**config.mk**
```make
export PLATFORM = sky130hd
export DESIGN_NAME = elevator_scheduler_flat
export DESIGN_NICKNAME = d
export VERILOG_FILES = /design/src/rtl/elevator_pkg.sv /design/src/rtl/elevator_if.sv /design/src/rtl/elevator_timer.sv /design/src/rtl/elevator_scheduler.sv /design/src/flat_wrapper.sv
export SDC_FILE = /design/constraint.sdc
export NUM_CORES = 1
export LEC_CHECK = 0
export ABC_CLOCK_PERIOD_IN_PS = 5350
export BUFFER_PORTS_ARGS = -buffer_cell sky130_fd_sc_hd__buf_2
export CAP_MARGIN = 15
export CORE_UTILIZATION = 45
export CTS_BUF_LIST = sky130_fd_sc_hd__clkbuf_4 sky130_fd_sc_hd__clkbuf_8
export CTS_CLUSTER_DIAMETER = 30
export DETAILED_ROUTE_END_ITERATION = 7
export PLACE_DENSITY = 0.77
export SLEW_MARGIN = 20
export SYNTH_ARGS = -nofsm -noshare
export SYNTH_HDL_FRONTEND = slang
export SYNTH_SLANG_ARGS = --single-unit
```
**constraint.sdc**
```tcl
create_clock -name clk -period 5.35 [get_ports clk]
set_clock_uncertainty 0.1 [all_clocks]
set_input_delay 1.07 -clock clk [delete_from_list [all_inputs] [get_ports clk]]
set_output_delay 1.07 -clock clk [all_outputs]
set_load 0.05 [all_outputs]
```
**src/rtl/elevator_pkg.sv**
```systemverilog
// rtl/elevator_pkg.sv - shared state type, timing defaults and SCAN mask helpers
package elevator_pkg;

  localparam int MAX_FLOORS        = 16;
  localparam int DEF_TRAVEL_CYCLES = 100;
  localparam int DEF_DOOR_CYCLES   = 50;

  typedef enum logic [1:0] {
    IDLE = 2'd0,
    MOVE = 2'd1,
    DOOR = 2'd2,
    HALT = 2'd3
  } state_e;

  function automatic logic [MAX_FLOORS-1:0] above_mask(input logic [3:0] f);
    logic [MAX_FLOORS-1:0] m;
    for (int i = 0; i < MAX_FLOORS; i++) m[i] = (i > int'(f));
    return m;
  endfunction

  function automatic logic [MAX_FLOORS-1:0] below_mask(input logic [3:0] f);
    logic [MAX_FLOORS-1:0] m;
    for (int i = 0; i < MAX_FLOORS; i++) m[i] = (i < int'(f));
    return m;
  endfunction

endpackage

```
**src/rtl/elevator_if.sv**
```systemverilog
// rtl/elevator_if.sv - request/status bundle between buttons, controller and motor/door drivers
interface elevator_if #(
  parameter int N_FLOORS = 8,
  parameter int FLOOR_W  = $clog2(N_FLOORS)
);

  logic [N_FLOORS-1:0] req;
  logic                door_hold;
  logic                estop;
  logic [FLOOR_W-1:0]  floor;
  logic [N_FLOORS-1:0] pending;
  logic                motor_up;
  logic                motor_down;
  logic                door_open;
  logic                dir_up;
  logic                arrive;
  logic                busy;

  modport master (
    output req, door_hold, estop,
    input  floor, pending, motor_up, motor_down, door_open, dir_up, arrive, busy
  );

  modport slave (
    input  req, door_hold, estop,
    output floor, pending, motor_up, motor_down, door_open, dir_up, arrive, busy
  );

endinterface

```
**src/rtl/elevator_timer.sv**
```systemverilog
// rtl/elevator_timer.sv - loadable down-counter shared by floor travel and door dwell
module elevator_timer #(
  parameter int TIMER_W = 8
) (
  input  logic               clk,
  input  logic               reset_n,
  input  logic               load,
  input  logic [TIMER_W-1:0] load_val,
  input  logic               clear,
  output logic               done
);

  logic [TIMER_W-1:0] count_q, count_d;

  always_comb begin
    count_d = count_q;
    if (clear)               count_d = '0;
    else if (load)           count_d = load_val;
    else if (count_q != '0)  count_d = count_q - 1'b1;
  end

  always_ff @(posedge clk or negedge reset_n) begin
    if (!reset_n) count_q <= '0;
    else          count_q <= count_d;
  end

  assign done = (count_q == '0);

endmodule

```
**src/rtl/elevator_scheduler.sv**
```systemverilog
// rtl/elevator_scheduler.sv - single-car SCAN elevator controller with door dwell and emergency stop
module elevator_scheduler
  import elevator_pkg::*;
#(
  parameter int N_FLOORS      = 8,
  parameter int FLOOR_W       = $clog2(N_FLOORS),
  parameter int TRAVEL_CYCLES = DEF_TRAVEL_CYCLES,
  parameter int DOOR_CYCLES   = DEF_DOOR_CYCLES,
  parameter int TIMER_W       = 8
) (
  input  logic       clk,
  input  logic       reset_n,
  elevator_if.slave  bus
);

  localparam logic [TIMER_W-1:0] TRAVEL_LOAD = TIMER_W'(TRAVEL_CYCLES - 1);
  localparam logic [TIMER_W-1:0] DOOR_LOAD   = TIMER_W'(DOOR_CYCLES - 1);

  state_e              state_q, state_d;
  logic [FLOOR_W-1:0]  floor_q, floor_d, next_floor;
  logic [N_FLOORS-1:0] pending_q, pending_d, clr;
  logic                dir_up_q, dir_up_d;
  logic                arrive_q, arrive_d;
  logic                halt_door_q, halt_door_d;

  logic                t_load, t_clear, t_done;
  logic [TIMER_W-1:0]  t_load_val;

  logic [MAX_FLOORS-1:0] pend_ext;
  logic above, below, above_next, below_next;
  logic pend_here, pend_next, req_here;

  assign pend_ext   = MAX_FLOORS'(pending_q);
  assign next_floor = dir_up_q ? floor_q + 1'b1 : floor_q - 1'b1;
  assign above      = |(pend_ext & above_mask(4'(floor_q)));
  assign below      = |(pend_ext & below_mask(4'(floor_q)));
  assign above_next = |(pend_ext & above_mask(4'(next_floor)));
  assign below_next = |(pend_ext & below_mask(4'(next_floor)));
  assign pend_here  = pending_q[floor_q];
  assign pend_next  = pending_q[next_floor];
  assign req_here   = bus.req[floor_q];

  elevator_timer #(.TIMER_W(TIMER_W)) u_timer (
    .clk      (clk),
    .reset_n  (reset_n),
    .load     (t_load),
    .load_val (t_load_val),
    .clear    (t_clear),
    .done     (t_done)
  );

  always_comb begin
    state_d     = state_q;
    floor_d     = floor_q;
    dir_up_d    = dir_up_q;
    arrive_d    = 1'b0;
    halt_door_d = halt_door_q;
    t_load      = 1'b0;
    t_load_val  = TRAVEL_LOAD;
    t_clear     = 1'b0;
    clr         = '0;

    if (bus.estop) begin
      state_d = HALT;
      t_clear = 1'b1;
      if (state_q != HALT) halt_door_d = (state_q == DOOR);
    end else begin
      case (state_q)
        IDLE: begin
          if (pend_here) begin
            state_d    = DOOR;
            t_load     = 1'b1;
            t_load_val = DOOR_LOAD;
          end else if (above || below) begin
            state_d = MOVE;
            t_load  = 1'b1;
            // Reverse only when nothing remains in the current sweep direction.
            if (!(dir_up_q ? above : below)) dir_up_d = above;
          end
        end
        MOVE: begin
          if (t_done) begin
            floor_d  = next_floor;
            arrive_d = 1'b1;
            if (pend_next) begin
              state_d    = DOOR;
              t_load     = 1'b1;
              t_load_val = DOOR_LOAD;
            end else if (dir_up_q ? above_next : below_next) begin
              t_load = 1'b1;
            end else begin
              state_d = IDLE;
            end
          end
        end
        DOOR: begin
          if (bus.door_hold || req_here) begin
            t_load     = 1'b1;
            t_load_val = DOOR_LOAD;
          end else if (t_done) begin
            state_d = IDLE;
          end
        end
        HALT: begin
          state_d     = IDLE;
          halt_door_d = 1'b0;
        end
      endcase
    end

    // The served floor is cleared on entry to and throughout the dwell, winning over a new req.
    if (state_q == DOOR || state_d == DOOR) clr = N_FLOORS'(1) << floor_d;
    pending_d = (pending_q | bus.req) & ~clr;
  end

  always_ff @(posedge clk or negedge reset_n) begin
    if (!reset_n) begin
      state_q     <= IDLE;
      floor_q     <= '0;
      pending_q   <= '0;
      dir_up_q    <= 1'b1;
      arrive_q    <= 1'b0;
      halt_door_q <= 1'b0;
    end else begin
      state_q     <= state_d;
      floor_q     <= floor_d;
      pending_q   <= pending_d;
      dir_up_q    <= dir_up_d;
      arrive_q    <= arrive_d;
      halt_door_q <= halt_door_d;
    end
  end

  assign bus.floor      = floor_q;
  assign bus.pending    = pending_q;
  assign bus.dir_up     = dir_up_q;
  assign bus.arrive     = arrive_q;
  assign bus.motor_up   = (state_q == MOVE) && dir_up_q;
  assign bus.motor_down = (state_q == MOVE) && !dir_up_q;
  assign bus.door_open  = (state_q == DOOR) || ((state_q == HALT) && halt_door_q);
  assign bus.busy       = (state_q != IDLE) || (pending_q != '0);

endmodule

```
**src/flat_wrapper.sv**
```systemverilog
// flat-port wrapper written by rule: the top's interface ports become plain ports
module elevator_scheduler_flat import elevator_pkg::*;
#(
  parameter int N_FLOORS      = 8,
  parameter int FLOOR_W       = $clog2(N_FLOORS),
  parameter int TRAVEL_CYCLES = DEF_TRAVEL_CYCLES,
  parameter int DOOR_CYCLES   = DEF_DOOR_CYCLES,
  parameter int TIMER_W       = 8
)
  (clk, reset_n, bus_req, bus_door_hold, bus_estop, bus_floor, bus_pending, bus_motor_up, bus_motor_down, bus_door_open, bus_dir_up, bus_arrive, bus_busy);
  elevator_if #(.N_FLOORS(N_FLOORS), .FLOOR_W(FLOOR_W)) bus_i ();
  input  logic clk;
  input  logic reset_n;
  input wire logic [$bits(bus_i.req)-1:0] bus_req;
  input wire logic [$bits(bus_i.door_hold)-1:0] bus_door_hold;
  input wire logic [$bits(bus_i.estop)-1:0] bus_estop;
  output wire logic [$bits(bus_i.floor)-1:0] bus_floor;
  output wire logic [$bits(bus_i.pending)-1:0] bus_pending;
  output wire logic [$bits(bus_i.motor_up)-1:0] bus_motor_up;
  output wire logic [$bits(bus_i.motor_down)-1:0] bus_motor_down;
  output wire logic [$bits(bus_i.door_open)-1:0] bus_door_open;
  output wire logic [$bits(bus_i.dir_up)-1:0] bus_dir_up;
  output wire logic [$bits(bus_i.arrive)-1:0] bus_arrive;
  output wire logic [$bits(bus_i.busy)-1:0] bus_busy;
  assign bus_i.req = bus_req;
  assign bus_i.door_hold = bus_door_hold;
  assign bus_i.estop = bus_estop;
  assign bus_floor = bus_i.floor;
  assign bus_pending = bus_i.pending;
  assign bus_motor_up = bus_i.motor_up;
  assign bus_motor_down = bus_i.motor_down;
  assign bus_door_open = bus_i.door_open;
  assign bus_dir_up = bus_i.dir_up;
  assign bus_arrive = bus_i.arrive;
  assign bus_busy = bus_i.busy;
  elevator_scheduler #(.N_FLOORS(N_FLOORS), .FLOOR_W(FLOOR_W), .TRAVEL_CYCLES(TRAVEL_CYCLES), .DOOR_CYCLES(DOOR_CYCLES), .TIMER_W(TIMER_W)) u_core (.clk(clk), .reset_n(reset_n), .bus(bus_i));
endmodule
```
==> results_tabular.tex <==
\begin{tabular}{lr}
\hline
Metric & Value \\
\hline
\multicolumn{2}{l}{\textbf{Timing}} \\
Crit share post-route & 0.6221 \\
Tightest Pin Transition & 671.5 ps \\
Max-slew violation total from the final report & 0 \\
Shortest period the worst path allows & 3328 ps \\
Final-layout setup total negative slack & 0 ps \\
Setup-failing EPs final & 0 \\
Unrepaired setup endpoints after global routing & false \\
Fmax & 300.4 MHz \\
Max-slew headroom at the worst pin & 0.5523 \\
Hold Violations, Final & 0 \\
\multicolumn{2}{l}{\textbf{Power}} \\
Switching power total & 0.7907 mW \\
Power density relative to cell area & 660.1 mW/mm2 \\
Portion of total power attributed to sequential cells & 0.276 \\
Share of power burned in the clock network & 0.081 \\
Switching Fraction & 0.5424 \\
Max VDD drop & 0.0003211 V \\
P\_int & 0.6670 mW \\
Leakage power summed over all cells & 0.9206 nW \\
Share of total power in combinational logic & 0.644 \\
\multicolumn{2}{l}{\textbf{Logic synthesis}} \\
Combinational family with the most area after synthesis & compound AO/OA/AOI/OAI gates \\
Count of state elements after synthesis & 24 \\
Fraction of the yosys area taken by sequential cells & 0.2955 \\
Synthesized-area fraction occupied by ao, oa, aoi and oai cells & 0.2346 \\
Async SR Flop Fraction & 1.000 \\
Synthesized net count & 249 \\
Proportion of synthesized area in mux cells & 0.08722 \\
Dominant register cell in the synthesized netlist & sky130\_fd\_sc\_hd\_\_dfrtp\_1 \\
Arithmetic-cell share of the synthesized area counting full adders, half adders and majority gates & 0.04914 \\
Commonest cells in the netlist & 26 x sky130\_fd\_sc\_hd\_\_nor2\_1, 23 x sky130\_fd\_sc\_hd\_\_dfrtp\_1, 13 x sky130\_fd\_sc\_hd\_\_inv\_1 \\
Library cell with the largest summed area after synthesis & sky130\_fd\_sc\_hd\_\_dfrtp\_1 \\
Avg Cell Area, Syn & 8.895 um2 \\
Main area contributors after synthesis & sky130\_fd\_sc\_hd\_\_dfrtp\_1 28\%, sky130\_fd\_sc\_hd\_\_ha\_1 4.9\%, sky130\_fd\_sc\_hd\_\_nor2\_1 4.8\%, sky130\_fd\_sc\_hd\_\_mux4\_2 4.4\%, sky130\_fd\_sc\_hd\_\_a31oi\_1 3.7\% \\
Yosys warning count & 0 \\
Simple-gate share of the synthesized area & 0.2199 \\
Area share of the leading cell type in the synthesized netlist & 0.2826 \\
Number of unique standard cell types used by synthesis & 61 \\
Cell with the most instances after synthesis & sky130\_fd\_sc\_hd\_\_nor2\_1 \\
Summed instance area of the synthesized netlist & 0.002037 mm2 \\
Number of synthesized flops with an enable pin & 0 \\
XOR/XNOR share of the synthesized area & 0.04607 \\
Post-Synthesis Cells & 229 \\
\multicolumn{2}{l}{\textbf{GRT}} \\
Maximum number of pins on one net before global-route repair & 25 \\
Overflow after GRT & 0 \\
Vias in the first global route & 1720 \\
Global-route wire length before repair & 8362 um \\
Combined global-route utilization of all metal layers & 0.2159 \\
Antenna violations before repair & 0 \\
\multicolumn{2}{l}{\textbf{Setup path}} \\
Critical Path RT & 5440 ps \\
Endpoint arrival time on the critical path & 3420 ps \\
Worst-path fanout max & 21 \\
Crit-path slowest cell & sky130\_fd\_sc\_hd\_\_dfrtp\_1 \\
Critical-path cell list & inv\_4 > ha\_1 > xor2\_1 > mux4\_2 > mux2\_4 > a221oi\_2 > nand2\_2 > a31oi\_1 \\
Worst setup EP type & register \\
Delay of the slowest cell on the worst path & 780 ps \\
Category of the worst setup path launch point & register \\
CP Class & register to register \\
Setup slack on the worst flop-to-flop path & 2020 ps \\
\multicolumn{2}{l}{\textbf{Run}} \\
\# Max-Cap Violations & 0 \\
\multicolumn{2}{l}{\textbf{Clocking}} \\
Total CTS buffers & 3 \\
Count of clock tree sinks & 24 \\
CTS H-tree lvls & 1 \\
CTS clk-pin slew, worst paths & 90 ps \\
Number of gates resized after CTS & 0 \\
CTS Root Cell & sky130\_fd\_sc\_hd\_\_clkbuf\_8 \\
Post-CTS Hold Fix Bufs & 0 \\
CTS tree & done \\
Later-pin clock latency in the skew report & 270 ps \\
Clock buffer depth & 2 \\
Setup repair bufs after CTS & 0 \\
\multicolumn{2}{l}{\textbf{Detailed routing}} \\
Vias per std cell & 6.204 \\
Drt first pass iters & 4 \\
Starting DRC count in detailed routing & 190 \\
Met2 WL & 2324 um \\
Met1 Routed Length & 2267 um \\
Routed length on met3 & 306 um \\
Highest routed layer & met4 \\
Drt wl/cell & 16.70 um \\
Total wire length & 4992 um \\
Vias post-DR & 1855 \\
DRT antenna net count & 0 \\
DRC violations left & 0 \\
\multicolumn{2}{l}{\textbf{Finish}} \\
Antenna Cells & 0 \\
Share of post-route cells with drive strength above 1 & 0.2146 \\
Post-layout net count & 268 \\
Final core utilization & 0.5072 \\
Layout filler cell count & 411 \\
Area growth syn-to-layout & 8.415\% \\
Final standard cell count with taps included and fillers excluded & 299 \\
\multicolumn{2}{l}{\textbf{Placement}} \\
Number of buffers added on ports & 28 \\
HPWL Detailed & 3571 um \\
Global placement routability congestion & 0.9227 \\
Inst Count DP & 295 \\
\multicolumn{2}{l}{\textbf{Floorplan}} \\
Core Rows & 24 \\
Count of boundary I/O pins & 29 \\
Area of the die & 0.004800 mm2 \\
Vertical die dimension & 69.28 um \\
Horiz. Die Dim & 69.28 um \\
Core area & 0.004354 mm2 \\
Initial standard-cell utilization of the core & 0.4678 \\
\multicolumn{2}{l}{\textbf{Run status}} \\
Run status & complete, no violations \\
\multicolumn{2}{l}{\textbf{Worst hold path}} \\
Min-Delay Path Class & register to register \\
\hline
\end{tabular}
stage by stage:
stage	total power [mW]	worst slack (ps)	hold slack [ps]	area, um2
detailed placement	1.328	2105	460.5	2160
floorplan	1.148	2276	430.1	2037
global route	1.575	1812	517.6	2208
CTS	1.452	2072	475.7	2208
finish	1.458	2022	470.9	2208
global placement	1.312	2216	448.1	2160
cell families (layout without fill, tap and decap cells):
family	count (synthesis)	in the layout
simple gates	82	82
compound gates	66	66
buf+inv	28	46
flops	24	24
mux	12	12
xor+xnor	9	9
fa+ha+maj	8	8
worst paths after layout:
path	from	end	depth (start not counted)
max	u_core.bus.floor[0]	u_core.bus.pending[6]	8
min	u_core.halt_door_q	u_core.halt_door_q	2
max reg2reg	u_core.bus.floor[0]	u_core.bus.pending[6]	8
min reg2reg	u_core.halt_door_q	u_core.halt_door_q	2
max in group asynchronous	reset_n	u_core.bus.dir_up	1
min in group asynchronous	reset_n	u_core.bus.floor[0]	1
final cells by class:
type / count / area [um2] / share of cell area
flip-flops and latches: 24 / 601.8 / 0.2725
multi-input cells: 177 / 1297 / 0.5875
well taps: 52 / 65.06 / 0.02946
repair buffers: 28 / 140.1 / 0.06346
inverters: 14 / 55.05 / 0.02493
clock buffers: 4 / 48.80 / 0.02210
state kept, by name (all words and copies together) (netlist names):
signal                  count
u_core.bus.pending          8
u_core.state_q              2
u_core.bus.floor            3
u_core.bus.dir_up           1
u_core.bus.arrive           1
u_core.u_timer.count_q      8
u_core.halt_door_q          1
worst max-delay path, delay by kind of cell (launching register included):
family,cells,cell delay (ps)
DFF,1,780
muxes,2,650
adders and majority gates,1,550
AOI/OAI and AO/OA,2,470
xor gates and xnor gates,1,310
buffers and inverters,1,210
and+or+nand+nor,1,170
metal layers:
layer	global-route usage	up-vias
met3	0.02326	9
met1	0.3190	880
met4	0.07256	0
met2	0.3290	71
met5	0	-
li1	-	895
power groups by stage:
stage | sequential [mW] | combinational [mW] | clock, mW
after CTS | 0.397 | 0.933 | 0.122
final | 0.402 | 0.938 | 0.118
after global routing | 0.418 | 1.03 | 0.127
after detailed placement | 0.400 | 0.928 | 0
after global placement | 0.396 | 0.916 | 0
after floorplan | 0.421 | 0.728 | 0
cell usage in the layout, fill, tap and decap left out, drive strengths merged, types with 3 or more instances in the layout:
cell     n
a21oi   10
a31oi   12
a32oi    3
and2     5
buf     28
clkbuf   4
dfrtp   23
ha       8
inv     14
mux2     3
mux2i    5
mux4     4
nand2   13
nand2b   3
nand3    6
nand3b   3
nand4b   3
nor2    26
nor2b    6
nor4     5
o21ai   10
o22ai   10
xnor2    5
xor2     4
(Power assumes the default switching activity.)
